===== src/rtl/hack_pkg.sv =====
// Shared definitions for the Hack program counter.
// Jump codes, flag bit positions and parameter defaults.
package hack_pkg;

  localparam int          ADDR_W_DEF     = 15;
  localparam int unsigned RESET_ADDR_DEF = 0;
  localparam int          CNT_W_DEF      = 16;

  // j1 j2 j3 map to bits 2 1 0
  localparam int J_LT = 2;
  localparam int J_EQ = 1;
  localparam int J_GT = 0;

  typedef enum logic [2:0] {
    NULL = 3'b000,
    JGT  = 3'b001,
    JEQ  = 3'b010,
    JGE  = 3'b011,
    JLT  = 3'b100,
    JNE  = 3'b101,
    JLE  = 3'b110,
    JMP  = 3'b111
  } jump_e;

endpackage


===== src/rtl/hack_pc_if.sv =====
// Control/status bundle between the Hack CPU core and its PC.
// master drives the request side, slave is the PC itself.
interface hack_pc_if #(
  parameter int ADDR_W = 15,
  parameter int CNT_W  = 16
);

  logic              soft_rst_in;
  logic              en_in;
  logic              is_c_inst_in;
  logic [2:0]        jump_bits_in;
  logic              zr_in;
  logic              ng_in;
  logic [ADDR_W-1:0] target_in;
  logic [ADDR_W-1:0] pc_out;
  logic              jump_taken_out;
  logic              halted_out;
  logic [CNT_W-1:0]  retired_out;

  modport master (
    output soft_rst_in,
    output en_in,
    output is_c_inst_in,
    output jump_bits_in,
    output zr_in,
    output ng_in,
    output target_in,
    input  pc_out,
    input  jump_taken_out,
    input  halted_out,
    input  retired_out
  );

  modport slave (
    input  soft_rst_in,
    input  en_in,
    input  is_c_inst_in,
    input  jump_bits_in,
    input  zr_in,
    input  ng_in,
    input  target_in,
    output pc_out,
    output jump_taken_out,
    output halted_out,
    output retired_out
  );

endinterface


===== src/rtl/hack_jump_cond.sv =====
// Hack jump-condition decode from j-bits and ALU flags.
// Purely combinational; A-instructions never jump.
module hack_jump_cond
  import hack_pkg::*;
(
  input  logic       is_c_inst,
  input  logic [2:0] jump_bits,
  input  logic       zr,
  input  logic       ng,
  output logic       take
);

  logic pos;

  assign pos  = ~zr & ~ng;
  assign take = is_c_inst &
                ((jump_bits[J_LT] & ng) |
                 (jump_bits[J_EQ] & zr) |
                 (jump_bits[J_GT] & pos));

endmodule


===== src/rtl/hack_pc.sv =====
// Hack program counter with jump, stall, self-loop halt
// detection and a saturating retired-instruction counter.
module hack_pc
  import hack_pkg::*;
#(
  parameter int          ADDR_W     = ADDR_W_DEF,
  parameter int unsigned RESET_ADDR = RESET_ADDR_DEF,
  parameter int          CNT_W      = CNT_W_DEF
) (
  input logic     clk_in,
  input logic     rst_n_in,
  hack_pc_if.slave bus
);

  localparam logic [ADDR_W-1:0] RST_PC = ADDR_W'(RESET_ADDR);

  logic [ADDR_W-1:0] pc_q;
  logic              jt_q;
  logic              halt_q;
  logic [CNT_W-1:0]  ret_q;

  logic              take;
  logic              self_loop;
  logic [CNT_W-1:0]  ret_inc;

  hack_jump_cond u_cond (
    .is_c_inst (bus.is_c_inst_in),
    .jump_bits (bus.jump_bits_in),
    .zr        (bus.zr_in),
    .ng        (bus.ng_in),
    .take      (take)
  );

  assign self_loop = (bus.target_in == pc_q);
  assign ret_inc   = (&ret_q) ? ret_q : ret_q + CNT_W'(1);

  always_ff @(posedge clk_in or negedge rst_n_in) begin
    if (!rst_n_in) begin
      pc_q   <= RST_PC;
      jt_q   <= 1'b0;
      halt_q <= 1'b0;
      ret_q  <= '0;
    end else if (bus.soft_rst_in) begin
      pc_q   <= RST_PC;
      jt_q   <= 1'b0;
      halt_q <= 1'b0;
      ret_q  <= '0;
    end else if (!bus.en_in || halt_q) begin
      jt_q <= 1'b0;
    end else if (take) begin
      // a jump onto itself is the Hack idiom for "program done"
      if (self_loop) halt_q <= 1'b1;
      else           pc_q   <= bus.target_in;
      jt_q  <= 1'b1;
      ret_q <= ret_inc;
    end else begin
      pc_q  <= pc_q + ADDR_W'(1);
      jt_q  <= 1'b0;
      ret_q <= ret_inc;
    end
  end

  assign bus.pc_out         = pc_q;
  assign bus.jump_taken_out = jt_q;
  assign bus.halted_out     = halt_q;
  assign bus.retired_out    = ret_q;

endmodule


===== src/flat_wrapper.sv =====
// flat-port wrapper written by rule: the top's interface ports become plain ports
module hack_pc_flat import hack_pkg::*;
#(
  parameter int          ADDR_W     = ADDR_W_DEF,
  parameter int unsigned RESET_ADDR = RESET_ADDR_DEF,
  parameter int          CNT_W      = CNT_W_DEF
)
  (clk_in, rst_n_in, bus_soft_rst_in, bus_en_in, bus_is_c_inst_in, bus_jump_bits_in, bus_zr_in, bus_ng_in, bus_target_in, bus_pc_out, bus_jump_taken_out, bus_halted_out, bus_retired_out);
  hack_pc_if #(.ADDR_W(ADDR_W), .CNT_W(CNT_W)) bus_i ();
  input logic clk_in;
  input logic rst_n_in;
  input wire logic [$bits(bus_i.soft_rst_in)-1:0] bus_soft_rst_in;
  input wire logic [$bits(bus_i.en_in)-1:0] bus_en_in;
  input wire logic [$bits(bus_i.is_c_inst_in)-1:0] bus_is_c_inst_in;
  input wire logic [$bits(bus_i.jump_bits_in)-1:0] bus_jump_bits_in;
  input wire logic [$bits(bus_i.zr_in)-1:0] bus_zr_in;
  input wire logic [$bits(bus_i.ng_in)-1:0] bus_ng_in;
  input wire logic [$bits(bus_i.target_in)-1:0] bus_target_in;
  output wire logic [$bits(bus_i.pc_out)-1:0] bus_pc_out;
  output wire logic [$bits(bus_i.jump_taken_out)-1:0] bus_jump_taken_out;
  output wire logic [$bits(bus_i.halted_out)-1:0] bus_halted_out;
  output wire logic [$bits(bus_i.retired_out)-1:0] bus_retired_out;
  assign bus_i.soft_rst_in = bus_soft_rst_in;
  assign bus_i.en_in = bus_en_in;
  assign bus_i.is_c_inst_in = bus_is_c_inst_in;
  assign bus_i.jump_bits_in = bus_jump_bits_in;
  assign bus_i.zr_in = bus_zr_in;
  assign bus_i.ng_in = bus_ng_in;
  assign bus_i.target_in = bus_target_in;
  assign bus_pc_out = bus_i.pc_out;
  assign bus_jump_taken_out = bus_i.jump_taken_out;
  assign bus_halted_out = bus_i.halted_out;
  assign bus_retired_out = bus_i.retired_out;
  hack_pc #(.ADDR_W(ADDR_W), .RESET_ADDR(RESET_ADDR), .CNT_W(CNT_W)) u_core (.clk_in(clk_in), .rst_n_in(rst_n_in), .bus(bus_i));
endmodule

===== config.mk =====
export PLATFORM = sky130hd
export DESIGN_NAME = hack_pc_flat
export DESIGN_NICKNAME = d
export VERILOG_FILES = /design/src/rtl/hack_pkg.sv /design/src/rtl/hack_pc_if.sv /design/src/rtl/hack_jump_cond.sv /design/src/rtl/hack_pc.sv /design/src/flat_wrapper.sv
export SDC_FILE = /design/constraint.sdc
export NUM_CORES = 1
export LEC_CHECK = 0
export ABC_AREA = 1
export ABC_CLOCK_PERIOD_IN_PS = 4550
export BUFFER_PORTS_ARGS = -buffer_cell sky130_fd_sc_hd__buf_4
export CORE_ASPECT_RATIO = 2
export CORE_UTILIZATION = 48
export DETAILED_ROUTE_END_ITERATION = 8
export GPL_TIMING_DRIVEN = 0
export PLACE_DENSITY_LB_ADDON = 0.2
export RECOVER_POWER = 100
export SYNTH_ARGS = -nofsm -noshare
export SYNTH_HDL_FRONTEND = slang
export SYNTH_SLANG_ARGS = --single-unit

===== constraint.sdc =====
create_clock -name clk_in -period 4.55 [get_ports clk_in]
set_input_delay 0.455 -clock clk_in [delete_from_list [all_inputs] [get_ports clk_in]]
set_output_delay 0.455 -clock clk_in [all_outputs]
set_load 0.005 [all_outputs]

## After elaboration in Yosys (flattened, before gate mapping)

Cells that the tools add are included.

| cells by class | value |
|---|---|
| add/subtract/negate cells | 2 |
| equality and inequality tests | 4 |
| mux-type cells | 14 |
| bitwise gates (word level) | 9 |
| reductions and logical operators | 8 |

Operators by type and width:

| kind | count |
|---|---|
| $mux 15 | 4 |
| $mux 16 | 3 |
| $add 16x1->16 const B | 1 |
| $reduce_and 16->1 | 1 |
| $add 15x1->15 const B | 1 |
| $eq 15x15->1 | 1 |
| $mux 1 | 7 |
| $and 1x1->1 | 5 |
| $ne 2x2->1 const B | 2 |
| $reduce_and 2->1 | 2 |
| $reduce_bool 2->1 | 2 |
| $ne 3x3->1 const B | 1 |
| $reduce_and 3->1 | 1 |
| $not 1->1 | 2 |
| $or 1x1->1 | 2 |
| $logic_not 1->1 | 1 |
| $logic_or 1x1->1 | 1 |

| storage, ports and cells | value |
|---|---|
| bits in registers | 33 |
| input bits | 25 |
| output and inout bits | 33 |
| logic and storage cells | 41 |

## Depth between registers and ports, before layout

| depth | value |
|---|---|
| depth in word-level cells | 8 |
| depth in mapped cells | 12 |
| mapped depth without buffers | 10 |

## By module

A second synthesis with hierarchy kept.

| unflattened totals | value |
|---|---|
| cells, all modules | 414 |
| area total of the unflattened synthesis | 2552.4 µm² |

Modules (own cells, without submodules):

| module | times used | cells each | area each (µm²) | sequential area each (µm²) |
|---|---|---|---|---|
| hack_pc | 1 | 406 | 2517.4 | 825.8 |
| hack_jump_cond | 1 | 8 | 35.0 | 0.0 |

## Worst setup path before layout

OpenSTA, ideal clock, no wires.

| timing path | value |
|---|---|
| path kind | register to register |
| start | register u_core.ret_q[0] (netlist: u_core.bus.retired_out[0]) |
| end | register u_core.ret_q[3] (netlist: u_core.bus.retired_out[3]) |
| setup time | 0.126 ns |
| data arrival time | 1.527 ns |
| required time | 4.424 ns |
| slack | 2.897 ns |
| cell stages (with the launch flop) | 11 |
| buffers on the path | 1 |
| period minus slack after synthesis | 1.653 ns |
| path through | dfrtp_1 -> ha_1 -> nand2_1 -> nor2_2 -> nand2_1 -> nor2_2 -> o21ai_4 -> inv_4 -> buf_6 -> nand2_1 -> o21ai_0 |

| on the way | value |
|---|---|
| word-level cells in the longest chain between the ends | 4 |
| elaborated cells between the ends (all ways) | 7 |
| classes of those cells | add/sub: 1; eq/ne: 1; mux: 3; reduce/logical: 2 |

RTL lines:

| item | RTL line | source |
|---|---|---|
| from (decl) | hack_pc.sv:20 | `logic [CNT_W-1:0] ret_q;` |
| from (signal assigned) | hack_pc.sv:55 | `ret_q <= ret_inc;` |
| from (signal assigned) | hack_pc.sv:59 | `ret_q <= ret_inc;` |
| $add 16x1->16 | hack_pc.sv:35 | `assign ret_inc = (&ret_q) ? ret_q : ret_q + CNT_W'(1);` |
| $mux 16 | hack_pc.sv:35 |  |
| $mux 16 | hack_pc.sv:48 | `end else if (!bus.en_in \|\| halt_q) begin` |
| $mux 16 | hack_pc.sv:43 | `end else if (bus.soft_rst_in) begin` |

Parallel ways exist; a longest one is shown, timed or not. The select of a mux whose other input is x is not followed.
A chain may end at the register's enable or synchronous reset.

## Worst setup path after layout

Ends and elaborated chain as after synthesis.

==> summary.md <==
| Metric | Value |
|---|---|
| Simple-gate area share of the yosys netlist | 0.4545 |
| Setup CP Type | flip-flop to flip-flop |
| Final Wtd Congestion | 0.8638 |
| Delay contributed by the slowest stage of the critical path | 1.00 ns |
| Cell Count Post-Placement | 513 |
| Pwr dens | ~240 nW/um^2 |
| Data arrival time of the worst path | 2.98 ns |
| Mean routed wirelength per cell | 14.19 um |
| Mux cell area share after synthesis | 0 |
| # rows | 37 |
| Post-place instance area | slightly above 3000 sq um |
| Vias in the first global route | 2769 |
| Path class of the lowest-slack min-delay path | input pin to flip-flop |
| Number of buffers added for setup after CTS | 0 |
| Slew HR | -0.2482 |
| Drt first-iter violations | 63 |
| Final hold violations | 0 |
| Total of flip-flops plus latches after synthesis | 33 |
| Required time reported for the critical path endpoint | 4.70 ns |
| Max-slew violation count | 34 |
| Static leakage power | between 1 and 1.5 nW |
| Compound-cell area share of the yosys netlist | 0.07813 |
| Ratio of routed vias to standard cells | 5.436 |
| Total GRT Usage | 0.2930 |
| Clock tree skew after final layout | 0.006831 ns |
| Status | finished, violations left |
| Initial Utilization | 0.4955 |
| # port buffers | 56 |
| Floorplan die area | 5618 sq um |
| Number of ports placed on the die boundary | 58 |
| Net count after synthesis | roughly 430 |
| Non-Filler Cell Area, Final | slightly above 3000 sq um |
| Quantity of gates resized following cts | 0 |
| Post-synthesis share of cell area spent on full adders, half adders and majority gates | 0.009828 |
| Cell Area, Synth | 2546 sq um |
| Fraction of the yosys area taken by sequential cells | 0.3243 |
| Worst reg2reg path startpoint | u_core.bus.retired_out[0]$_DFFE_PN0P_ |
| Combinational family with the most area after synthesis | simple AND/OR/NAND/NOR gates |
| Vias | 2832 |
| Hold slack final | 0.4246 ns |
| Residual overflow from global routing | 0 |
| TritonCTS clock tree | done |
| Number of optimization iterations in the first detailed-route pass | 4 |
| CP max FO | 10 |
| # clock sinks | 33 |
| Number of buffers created by CTS | 5 |
| Critical Path End Type | flip-flop |
| Critical path, cell by cell | ha_1, nand2_1, nor2_1, nand2_1, nor2_1, o21ai_0, inv_4, clkbuf_1, nand2_1, o21ai_0 |
| Highest Clock Rate | between 300 and 400 MHz |
| Total core area | 5139 sq um |
| Time the worst path needs with I/O delays and setup | 2.832 ns |
| Number of instances in the synthesized netlist | 399 |
| Post-route DRC | 0 |
| CP startpoint | u_core.bus.retired_out[0]$_DFFE_PN0P_ |
| Pwr Total | about 0.7 mW |
| Synthesized area divided by synthesized cell count | around 6.4 sq um |
| Worst voltage drop across the vdd grid | around 0.00023 V |
| Total negative slack for setup checks | 0 ns |
| Root cell of the clock tree | sky130_fd_sc_hd__clkbuf_8 |
| Hold buffer count at CTS | 0 |
| Area Overhead vs Synth | 18.43% |
| Clock transition time at the flip-flop clock pins of the worst setup and hold paths | 0.07 ns |
| Startpoint of the most critical hold path | bus_en_in |
| RSZ-0062 raised after global routing | false |
| Crit-path slowest cell | sky130_fd_sc_hd__o21ai_0 |
| Max Root-Sink Buffers | 2 |
| CTS H-tree lvls | 2 |
| Number of nets still failing antenna checks after routing | 0 |
| Most used cell along the critical path | sky130_fd_sc_hd__nand2_1 |
| Ratio of cells with drive above 1 in the final layout | 0.1641 |
| Critical Path Source Type | flip-flop |
| Total wire length after detailed routing | 7394 um |
| Setup-failing EPs final | 0 |
| Fraction of synthesized cell area in xor and xnor cells | 0.03784 |
| Violated checks | capacitance limit, slew limit |
| Maximum number of pins on one net before global-route repair | 34 |
| Vertical die dimension | 105 um |
| Number of antenna violations at the first check in global routing | 0 |
| Horiz. Die Dim | 53.50 um |
| Yosys warning total | 0 |
| Cell variety after synth | 30 |
| Final net count | 489 |
| Number of inserted diodes | 0 |
| Clk Latency, worst-skew pair | 0.29 ns |
| Global-route wire length before repair | 12100 um |
| Non-filler instance count after layout | between 500 and 600 |
| Number of max-cap violations | 1 |
| Share of the clock period used by the worst path | 0.6223 |
| Worst Max-Slew Pin Slew | ~1.9 ns |
| Post-DP HPWL | 5680 um |
==> layout by cell type (no fill, tap or decap), types with 5 or more instances in the layout <==
master / synthesis / final
sky130_fd_sc_hd__clkbuf_1: 3 / 14
sky130_fd_sc_hd__clkbuf_8: 0 / 5
sky130_fd_sc_hd__dfrtp_1: 33 / 33
sky130_fd_sc_hd__inv_2: 8 / 8
sky130_fd_sc_hd__nand4_1: 14 / 14
sky130_fd_sc_hd__inv_1: 34 / 34
sky130_fd_sc_hd__nor2_1: 36 / 39
sky130_fd_sc_hd__nand3_1: 52 / 53
sky130_fd_sc_hd__o21ai_0: 11 / 22
sky130_fd_sc_hd__xor2_1: 9 / 9
sky130_fd_sc_hd__buf_4: 0 / 21
sky130_fd_sc_hd__nand2_1: 153 / 154
sky130_fd_sc_hd__clkbuf_4: 0 / 32
==> cell usage after synthesis (all sizes together) <==
| cell | instances | area share |
|---|---|---|
| o211ai | 1 | 0.0029 |
| o21ai | 26 | 0.063 |
| buf | 7 | 0.025 |
| nor3 | 3 | 0.0059 |
| dfrtp | 33 | 0.32 |
| nand4 | 14 | 0.034 |
| clkbuf | 3 | 0.0044 |
| clkinv | 1 | 0.0015 |
| a31o | 3 | 0.010 |
| nor3b | 1 | 0.0029 |
| nand3 | 53 | 0.11 |
| xnor2 | 2 | 0.0069 |
| nor2 | 42 | 0.070 |
| a21oi | 1 | 0.0020 |
| nand2 | 154 | 0.23 |
| or2 | 1 | 0.0025 |
| xor2 | 9 | 0.031 |
| inv | 43 | 0.064 |
| ha | 2 | 0.0098 |
==> state kept, by name (all words and copies together), names as in the netlist <==
name / cells
u_core.bus.halted_out: 1
u_core.bus.retired_out: 16
u_core.bus.pc_out: 15
u_core.bus.jump_taken_out: 1
==> final timing paths <==
path,endpoint,slack [ns],depth (start not counted)
setup / recovery,u_core.bus.retired_out[3]$_DFFE_PN0P_,1.72,10
hold / removal,u_core.bus.jump_taken_out$_DFF_PN0_,0.42,3
setup reg to reg,u_core.bus.retired_out[3]$_DFFE_PN0P_,1.72,10
hold reg to reg,u_core.bus.retired_out[15]$_DFFE_PN0P_,0.56,2
max in group asynchronous,u_core.bus.retired_out[1]$_DFFE_PN0P_,2.80,1
min in group asynchronous,u_core.bus.pc_out[13]$_DFFE_PN0P_,0.67,1
==> through the flow <==
step | setup slack (ns) | util
6_report | 1.718 | 0.5868
5_1_grt | 1.529 | 0.5868
4_1_cts | 2.589 | 0.6070
3_5_place_dp | 2.617 | 0.5914
3_3_place_gp | 2.667 | 0.5914
2_1_floorplan | 2.897 | -
==> where the power goes <==
| group | leakage, nW | switching [mW] | internal, mW |
|---|---|---|---|
| registers | 0.449 | 0.0295 | 0.310 |
| logic | 1.01 | 0.0874 | 0.0660 |
| clock network | 0.0395 | 0.115 | 0.109 |
| total | 1.50 | 0.231 | 0.485 |
==> final cells by class <==
| type | count | area, sq um |
|---|---|---|
| inverters | 44 | 167.7 |
| multi-input cells | 312 | 1420 |
| well taps | 58 | 72.57 |
| clock buffers | 8 | 80.08 |
| fillers | 529 | 2123 |
| repair buffers | 56 | 409.1 |
| plain buffers | 10 | 40.04 |
| flip-flops and latches | 33 | 825.8 |
==> layer usage <==
metal,track usage,vias to the layer above,wire [um]
met5,0,-,0
met2,0.5223,90,4065
met1,0.2862,1307,2676
met4,0.2030,0,369
met3,0.03785,30,282
li1,-,1405,-
==> critical path: cells and delay by family (launching register included) <==
kind                     cells  cell delay, ns
AO/OA/AOI/OAI                2            1.09
adder cells (fa/ha/maj)      1            0.28
buffers and inverters        2            0.34
flip-flops                   1            0.46
AND/OR/NAND/NOR              5            0.52
==> cells by family after synthesis <==
logic type,count (synthesis)
buffers and inverters,54
AND/OR/NAND/NOR,268
XOR/XNOR,11
adder cells (fa/ha/maj),2
AO/OA/AOI/OAI,31
flip-flops,33
No activity file was read; power rests on OpenSTA's default activity.
